`config.mk`:
```
export PLATFORM = sky130hd
export DESIGN_NAME = instruction_encoder_flat
export DESIGN_NICKNAME = d
export VERILOG_FILES = /design/src/rtl/instruction_encoder_if.sv /design/src/rtl/instruction_encoder.sv /design/src/flat_wrapper.sv
export SDC_FILE = /design/constraint.sdc
export NUM_CORES = 1
export LEC_CHECK = 0
export CAP_MARGIN = 20
export CORE_UTILIZATION = 30
export CTS_BUF_LIST = sky130_fd_sc_hd__clkbuf_8
export CTS_CLUSTER_DIAMETER = 30
export DETAILED_ROUTE_END_ITERATION = 8
export GPL_ROUTABILITY_DRIVEN = 0
export HOLD_SLACK_MARGIN = 0.08
export MAX_ROUTING_LAYER = met4
export PLACE_DENSITY = 0.54
export SKIP_CTS_REPAIR_TIMING = 1
export SLEW_MARGIN = 0
export SYNTH_ARGS = -nofsm -noshare
export SYNTH_HDL_FRONTEND = slang
export SYNTH_SLANG_ARGS = --single-unit
```
`constraint.sdc`:
```
create_clock -name clk -period 5.09 [get_ports clk]
set_input_delay 0.509 -clock clk [delete_from_list [all_inputs] [get_ports clk]]
set_output_delay 0.509 -clock clk [all_outputs]
set_load 0.02 [all_outputs]
```
`src/rtl/instruction_encoder_if.sv`:
```
// Request/response bundle for the instruction encoder: request fields with
// in_valid/in_ready, encoded word with out_valid/out_ready.
interface instruction_encoder_if #(
   parameter int INSTRUCTION_LENGTH = 32,
   parameter int TYPE_WIDTH         = 3,
   parameter int REGISTER_WIDTH     = 5,
   parameter int IMMEDIATE_WIDTH    = 32
);
   // A transfer happens on a rising clk edge where valid && ready are both 1.
   // The producer keeps valid and its payload steady until that edge, and
   // ready never depends combinationally on valid.
   logic                          in_valid;
   logic                          in_ready;
   logic [TYPE_WIDTH-1:0]         in_type;
   logic [6:0]                    in_opcode;
   logic [2:0]                    in_funct3;
   logic [6:0]                    in_funct7;
   logic                          in_is_shift;
   logic [REGISTER_WIDTH-1:0]     in_rd;
   logic [REGISTER_WIDTH-1:0]     in_rs1;
   logic [REGISTER_WIDTH-1:0]     in_rs2;
   logic [IMMEDIATE_WIDTH-1:0]    in_imm;
   logic                          out_valid;
   logic                          out_ready;
   logic [INSTRUCTION_LENGTH-1:0] out_instruction;
   logic                          out_error;

   modport master (
      output in_valid, in_type, in_opcode, in_funct3, in_funct7, in_is_shift,
             in_rd, in_rs1, in_rs2, in_imm, out_ready,
      input  in_ready, out_valid, out_instruction, out_error
   );

   modport slave (
      input  in_valid, in_type, in_opcode, in_funct3, in_funct7, in_is_shift,
             in_rd, in_rs1, in_rs2, in_imm, out_ready,
      output in_ready, out_valid, out_instruction, out_error
   );
endinterface

```
`src/rtl/instruction_encoder.sv`:
```
// Packs RISC-V instruction fields into a 32-bit word, checks the immediate,
// and buffers results in an output register plus one skid register.
module instruction_encoder #(
   parameter int INSTRUCTION_LENGTH = 32,
   parameter int TYPE_WIDTH         = 3,
   parameter int REGISTER_WIDTH     = 5,
   parameter int IMMEDIATE_WIDTH    = 32,
   parameter int COUNT_WIDTH        = 16
) (
   input  logic                   clk,
   input  logic                   reset,
   instruction_encoder_if.slave   bus,
   output logic [COUNT_WIDTH-1:0] encoded_count,
   output logic [COUNT_WIDTH-1:0] error_count
);
   localparam logic [TYPE_WIDTH-1:0] T_R  = TYPE_WIDTH'(0);
   localparam logic [TYPE_WIDTH-1:0] T_I  = TYPE_WIDTH'(1);
   localparam logic [TYPE_WIDTH-1:0] T_S  = TYPE_WIDTH'(2);
   localparam logic [TYPE_WIDTH-1:0] T_SB = TYPE_WIDTH'(3);
   localparam logic [TYPE_WIDTH-1:0] T_U  = TYPE_WIDTH'(4);
   localparam logic [TYPE_WIDTH-1:0] T_UJ = TYPE_WIDTH'(5);

   localparam logic signed [IMMEDIATE_WIDTH-1:0] IMM12_MIN = IMMEDIATE_WIDTH'(-2048);
   localparam logic signed [IMMEDIATE_WIDTH-1:0] IMM12_MAX = IMMEDIATE_WIDTH'(2047);
   localparam logic signed [IMMEDIATE_WIDTH-1:0] SHAMT_MIN = IMMEDIATE_WIDTH'(0);
   localparam logic signed [IMMEDIATE_WIDTH-1:0] SHAMT_MAX = IMMEDIATE_WIDTH'(31);
   localparam logic signed [IMMEDIATE_WIDTH-1:0] SB_MIN    = IMMEDIATE_WIDTH'(-4096);
   localparam logic signed [IMMEDIATE_WIDTH-1:0] SB_MAX    = IMMEDIATE_WIDTH'(4094);
   localparam logic signed [IMMEDIATE_WIDTH-1:0] UJ_MIN    = IMMEDIATE_WIDTH'(-1048576);
   localparam logic signed [IMMEDIATE_WIDTH-1:0] UJ_MAX    = IMMEDIATE_WIDTH'(1048574);

   logic signed [IMMEDIATE_WIDTH-1:0] imm_s;
   logic [IMMEDIATE_WIDTH-1:0]        imm;
   logic [INSTRUCTION_LENGTH-1:0]     enc_word;
   logic                              enc_err;

   logic                          out_valid_q, out_valid_d;
   logic [INSTRUCTION_LENGTH-1:0] out_word_q, out_word_d;
   logic                          out_err_q, out_err_d;
   logic                          skid_valid_q, skid_valid_d;
   logic [INSTRUCTION_LENGTH-1:0] skid_word_q, skid_word_d;
   logic                          skid_err_q, skid_err_d;
   logic [COUNT_WIDTH-1:0]        encoded_count_q, encoded_count_d;
   logic [COUNT_WIDTH-1:0]        error_count_q, error_count_d;

   logic accept;
   logic drain;

   assign imm   = bus.in_imm;
   assign imm_s = $signed(bus.in_imm);

   always_comb begin
      enc_word = '0;
      enc_err  = 1'b0;
      case (bus.in_type)
         T_R: begin
            enc_word = {bus.in_funct7, bus.in_rs2, bus.in_rs1, bus.in_funct3,
                        bus.in_rd, bus.in_opcode};
         end
         T_I: begin
            if (bus.in_is_shift) begin
               enc_word = {bus.in_funct7, imm[4:0], bus.in_rs1, bus.in_funct3,
                           bus.in_rd, bus.in_opcode};
               enc_err  = (imm_s < SHAMT_MIN) || (imm_s > SHAMT_MAX);
            end else begin
               enc_word = {imm[11:0], bus.in_rs1, bus.in_funct3, bus.in_rd,
                           bus.in_opcode};
               enc_err  = (imm_s < IMM12_MIN) || (imm_s > IMM12_MAX);
            end
         end
         T_S: begin
            enc_word = {imm[11:5], bus.in_rs2, bus.in_rs1, bus.in_funct3,
                        imm[4:0], bus.in_opcode};
            enc_err  = (imm_s < IMM12_MIN) || (imm_s > IMM12_MAX);
         end
         T_SB: begin
            enc_word = {imm[12], imm[10:5], bus.in_rs2, bus.in_rs1, bus.in_funct3,
                        imm[4:1], imm[11], bus.in_opcode};
            enc_err  = (imm_s < SB_MIN) || (imm_s > SB_MAX) || imm[0];
         end
         T_U: begin
            enc_word = {imm[31:12], bus.in_rd, bus.in_opcode};
            enc_err  = (imm[11:0] != 12'd0);
         end
         T_UJ: begin
            enc_word = {imm[20], imm[10:1], imm[11], imm[19:12], bus.in_rd,
                        bus.in_opcode};
            enc_err  = (imm_s < UJ_MIN) || (imm_s > UJ_MAX) || imm[0];
         end
         default: begin
            enc_word = '0;
            enc_err  = 1'b1;
         end
      endcase
   end

   // The skid register is only ever filled when the output register is held,
   // so an empty skid is the whole acceptance condition.
   assign bus.in_ready = !skid_valid_q && !reset;
   assign accept       = bus.in_valid && bus.in_ready;
   assign drain        = out_valid_q && bus.out_ready;

   always_comb begin
      out_valid_d     = out_valid_q;
      out_word_d      = out_word_q;
      out_err_d       = out_err_q;
      skid_valid_d    = skid_valid_q;
      skid_word_d     = skid_word_q;
      skid_err_d      = skid_err_q;
      encoded_count_d = encoded_count_q;
      error_count_d   = error_count_q;

      if (drain) begin
         encoded_count_d = encoded_count_q + COUNT_WIDTH'(1);
         if (out_err_q && (error_count_q != '1)) begin
            error_count_d = error_count_q + COUNT_WIDTH'(1);
         end
         if (skid_valid_q) begin
            out_word_d   = skid_word_q;
            out_err_d    = skid_err_q;
            skid_valid_d = 1'b0;
         end else if (accept) begin
            out_word_d = enc_word;
            out_err_d  = enc_err;
         end else begin
            out_valid_d = 1'b0;
         end
      end else if (accept) begin
         if (!out_valid_q) begin
            out_valid_d = 1'b1;
            out_word_d  = enc_word;
            out_err_d   = enc_err;
         end else begin
            skid_valid_d = 1'b1;
            skid_word_d  = enc_word;
            skid_err_d   = enc_err;
         end
      end
   end

   always_ff @(posedge clk or posedge reset) begin
      if (reset) begin
         out_valid_q     <= 1'b0;
         out_word_q      <= '0;
         out_err_q       <= 1'b0;
         skid_valid_q    <= 1'b0;
         skid_word_q     <= '0;
         skid_err_q      <= 1'b0;
         encoded_count_q <= '0;
         error_count_q   <= '0;
      end else begin
         out_valid_q     <= out_valid_d;
         out_word_q      <= out_word_d;
         out_err_q       <= out_err_d;
         skid_valid_q    <= skid_valid_d;
         skid_word_q     <= skid_word_d;
         skid_err_q      <= skid_err_d;
         encoded_count_q <= encoded_count_d;
         error_count_q   <= error_count_d;
      end
   end

   assign bus.out_valid       = out_valid_q;
   assign bus.out_instruction = out_word_q;
   assign bus.out_error       = out_err_q;
   assign encoded_count       = encoded_count_q;
   assign error_count         = error_count_q;
endmodule

```
`src/flat_wrapper.sv`:
```
// flat-port wrapper written by rule: the top's interface ports become plain ports
module instruction_encoder_flat 
#(
   parameter int INSTRUCTION_LENGTH = 32,
   parameter int TYPE_WIDTH         = 3,
   parameter int REGISTER_WIDTH     = 5,
   parameter int IMMEDIATE_WIDTH    = 32,
   parameter int COUNT_WIDTH        = 16
)
  (clk, reset, encoded_count, error_count, bus_in_valid, bus_in_type, bus_in_opcode, bus_in_funct3, bus_in_funct7, bus_in_is_shift, bus_in_rd, bus_in_rs1, bus_in_rs2, bus_in_imm, bus_out_ready, bus_in_ready, bus_out_valid, bus_out_instruction, bus_out_error);
  instruction_encoder_if #(.INSTRUCTION_LENGTH(INSTRUCTION_LENGTH), .TYPE_WIDTH(TYPE_WIDTH), .REGISTER_WIDTH(REGISTER_WIDTH), .IMMEDIATE_WIDTH(IMMEDIATE_WIDTH)) bus_i ();
  input  logic clk;
  input  logic reset;
  output logic [COUNT_WIDTH-1:0] encoded_count;
  output logic [COUNT_WIDTH-1:0] error_count;
  input wire logic [$bits(bus_i.in_valid)-1:0] bus_in_valid;
  input wire logic [$bits(bus_i.in_type)-1:0] bus_in_type;
  input wire logic [$bits(bus_i.in_opcode)-1:0] bus_in_opcode;
  input wire logic [$bits(bus_i.in_funct3)-1:0] bus_in_funct3;
  input wire logic [$bits(bus_i.in_funct7)-1:0] bus_in_funct7;
  input wire logic [$bits(bus_i.in_is_shift)-1:0] bus_in_is_shift;
  input wire logic [$bits(bus_i.in_rd)-1:0] bus_in_rd;
  input wire logic [$bits(bus_i.in_rs1)-1:0] bus_in_rs1;
  input wire logic [$bits(bus_i.in_rs2)-1:0] bus_in_rs2;
  input wire logic [$bits(bus_i.in_imm)-1:0] bus_in_imm;
  input wire logic [$bits(bus_i.out_ready)-1:0] bus_out_ready;
  output wire logic [$bits(bus_i.in_ready)-1:0] bus_in_ready;
  output wire logic [$bits(bus_i.out_valid)-1:0] bus_out_valid;
  output wire logic [$bits(bus_i.out_instruction)-1:0] bus_out_instruction;
  output wire logic [$bits(bus_i.out_error)-1:0] bus_out_error;
  assign bus_i.in_valid = bus_in_valid;
  assign bus_i.in_type = bus_in_type;
  assign bus_i.in_opcode = bus_in_opcode;
  assign bus_i.in_funct3 = bus_in_funct3;
  assign bus_i.in_funct7 = bus_in_funct7;
  assign bus_i.in_is_shift = bus_in_is_shift;
  assign bus_i.in_rd = bus_in_rd;
  assign bus_i.in_rs1 = bus_in_rs1;
  assign bus_i.in_rs2 = bus_in_rs2;
  assign bus_i.in_imm = bus_in_imm;
  assign bus_i.out_ready = bus_out_ready;
  assign bus_in_ready = bus_i.in_ready;
  assign bus_out_valid = bus_i.out_valid;
  assign bus_out_instruction = bus_i.out_instruction;
  assign bus_out_error = bus_i.out_error;
  instruction_encoder #(.INSTRUCTION_LENGTH(INSTRUCTION_LENGTH), .TYPE_WIDTH(TYPE_WIDTH), .REGISTER_WIDTH(REGISTER_WIDTH), .IMMEDIATE_WIDTH(IMMEDIATE_WIDTH), .COUNT_WIDTH(COUNT_WIDTH)) u_core (.clk(clk), .reset(reset), .bus(bus_i), .encoded_count(encoded_count), .error_count(error_count));
endmodule
```
==> results.md <==
- First-pass GRT wire length: about 22000 um
- Share of cells above drive strength 1: 0.0662
- Synth Register Bits: 100
- Die area: around 18000 sq um
- Yosys warns: 0
- Die Wd: around 130 um
- Wire per inst: approximately 15 um
- Critical path arrival: between 1.5 and 2 ns
- Ant. Diodes: 0
- Req. time, crit path: 4.58 ns
- Final Hold Fails: 0
- Clock H-tree levels: 3
- Wl on met1: 6140 um
- Syn Nets: 612
- Peak supply drop: between 0.0001 and 0.00015 V
- MaxCap Viol Count: 0
- Final Max Slew Viols: 0
- Primary FF master, synth: dfrtp_1
- Post-Place Setup Slack: ~2.2 ns
- Die Ht: roughly 130 um
- Switching Share: 0.358
- Clk_skew: 0.0125 ns
- Vias in the first global route: 4375
- Total power: 2.95 mW
- Reg clk slew, reported paths: 0.09 ns
- R2R Setup Slk: about 3 ns
- DRT Wirelength: roughly 14000 um
- Via density: 4.90
- Post-synth ARST share: 1.00
- F_max: 400 MHz
- PnR worst setup slack: approximately 2.6 ns
- Leakage power: 3.00 nW
- Tmin final: roughly 2.5 ns
- DRC: 0
- Total global routing overflow: 0
- Avg Cell Area, Syn: about 9.5 sq um
- Sinks on Clock Net: 100
- Drt first pass iters: 6
- Mapped Area: 5100 sq um
- Uppermost layer routed: met4
- Sequential cell area fraction in the yosys report: 0.490
- Initial antenna violation count: 0
- Critical path class: input pin to primary output
- Skew-Pair Late Insertion Delay: 0.38 ns
- Pwr Density: 428 nW/um^2
- Core area: 16600 sq um
- Setup-failing EPs final: 0
- Post-DP HPWL: slightly above 10000 um
- Post-synthesis cell count: ~540
- Largest net degree at the start of global routing: 66
- CTS buffer count: 9
- GR Util All Layers: 0.167
- CP endpoint kind: primary output
- RSZ-0062 raised after global routing: no
- Sequential share of power: 0.432
- Critical Path Source Type: input pin
- Logic pwr share: 0.381
- Status: complete, no violations
- Synth-to-layout area growth: 35.0%
- CTS tree: built
- Relative slew slack: 0.398
- Met2 WL: 6560 um
- Commonest non-fill, non-tap cell in the layout: clkdlybuf4s50_1
- Internal: 1.89 mW
- Final #Nets: 734
- Post-synth EDFFs: 0
- # IOs: 139
- Std cell rows: 47
- Met3 wire length: 637 um
- HP Class: flop to flop
- Iter 0 DRT Violations: 173
- Worst Tran Pin Value: 0.901 ns
- Clk pwr share: 0.188
- CTS Buffer Depth: 2
- Routed Antenna Nets: 0
- Most frequent cells in the layout: clkdlybuf4s50_1, dfrtp_1, nand2_1, o21ai_0, nor2_1
- Fin crit share: 0.491
- Switching pwr: 1.06 mW
- Core Util, Final: 0.415
- Initial Util: 0.308
- CTS root buf: clkbuf_8
- Count of input and output buffers: 138
- TNS Setup: 0 ns
- Worst Path Max Fanout: 3
- Via Count: 4338
- Post-synth cell types: 54
## metrics by stage
step                cells  hold WS, ns  cell area [sq um]
floorplan             538        0.450               5100
global placement      868        0.462               6650
detailed placement    868        0.470               6650
CTS                   884        0.492               6870
global route          885        0.510               6890
finish                885        0.486               6890
## power by group through the flow
stage	clock network [mW]	logic (mW)	registers, mW
2_1_floorplan	0	0.440	1.45
3_3_place_gp	0	1.12	1.28
3_5_place_dp	0	1.13	1.30
4_1_cts	0.581	1.14	1.28
5_1_grt	0.604	1.23	1.32
6_report	0.553	1.12	1.27
## path summary, 6_finish.rpt
path,cells past startpoint,endpoint,from
max reg2reg,6,u_core.bus.out_error,u_core.skid_valid_q
min reg2reg,1,u_core.encoded_count[15],u_core.encoded_count[15]
min in group asynchronous,2,u_core.bus.out_instruction[22],reset
min,1,u_core.encoded_count[15],u_core.encoded_count[15]
max in group asynchronous,3,u_core.skid_word_q[13],reset
max,3,bus_in_ready,reset
## registers in the layout, summed over array words and instances, names as in the netlist
name	cells
u_core.skid_err_q	1
u_core.bus.out_error	1
u_core.bus.out_instruction	32
u_core.error_count	16
u_core.bus.out_valid	1
u_core.skid_word_q	32
u_core.encoded_count	16
u_core.skid_valid_q	1
## routing by layer
metal	vias to the layer above	global-route usage
li1	2139	-
met2	151	0.266
met3	21	0.0268
met1	2027	0.211
met4	0	0.0683
met5	-	-
## logic make-up after synthesis
group                      share of synthesized area
adders and majority gates                    0.00490
muxes                                         0.0564
DFF                                            0.490
xor gates and xnor gates                      0.0532
buffers and inverters                         0.0375
AOI/OAI and AO/OA                              0.160
and+or+nand+nor                                0.198
## synthesized netlist by cell type (2+ instances only)
library cell  number  area (sq um)
dfrtp_1          100          2500
buf_1              2          7.51
nor2b_1           20           125
and2_1             2          12.5
a21oi_1           40           200
nand3_1            7          35.0
o21ai_0           54           270
nand4_1           16           100
or4_1              3          22.5
nand2_1           76           285
nor2_1            41           154
o2bb2ai_1          4          35.0
inv_1             10          37.5
nor3_1             3          15.0
mux2i_1           13           130
a211oi_1           5          37.5
a21o_1             3          22.5
nand2b_1           4          25.0
a31oi_1            2          12.5
mux2_2            14           158
and3_1             7          43.8
or3_1              2          12.5
a22oi_1            5          37.5
buf_2              8          40.0
clkbuf_1          17          63.8
nand4b_1           2          17.5
o31ai_1            8          60.1
nor3b_1            3          22.5
ha_1               2          25.0
xnor2_1           15           131
a32oi_1            6          52.6
buf_6              2          22.5
xor2_1            16           140
nor4_1             4          25.0
and4_1             3          26.3
## worst max-delay path, cell delays in order
cell             delay (ns)
clkdlybuf4s50_1        0.51
nor2_1                 0.28
clkdlybuf4s50_1        0.69
## cell type report
cell class / instances / area, sq um
fill: 1645 / 9700
sequential: 100 / 2500
multi-input combinational: 397 / 2420
timing repair buffer: 142 / 1420
tap: 220 / 275
clock buffer: 12 / 165
clock inverter: 4 / 55.1
inverter: 10 / 40.0
(Power assumes the default switching activity.)
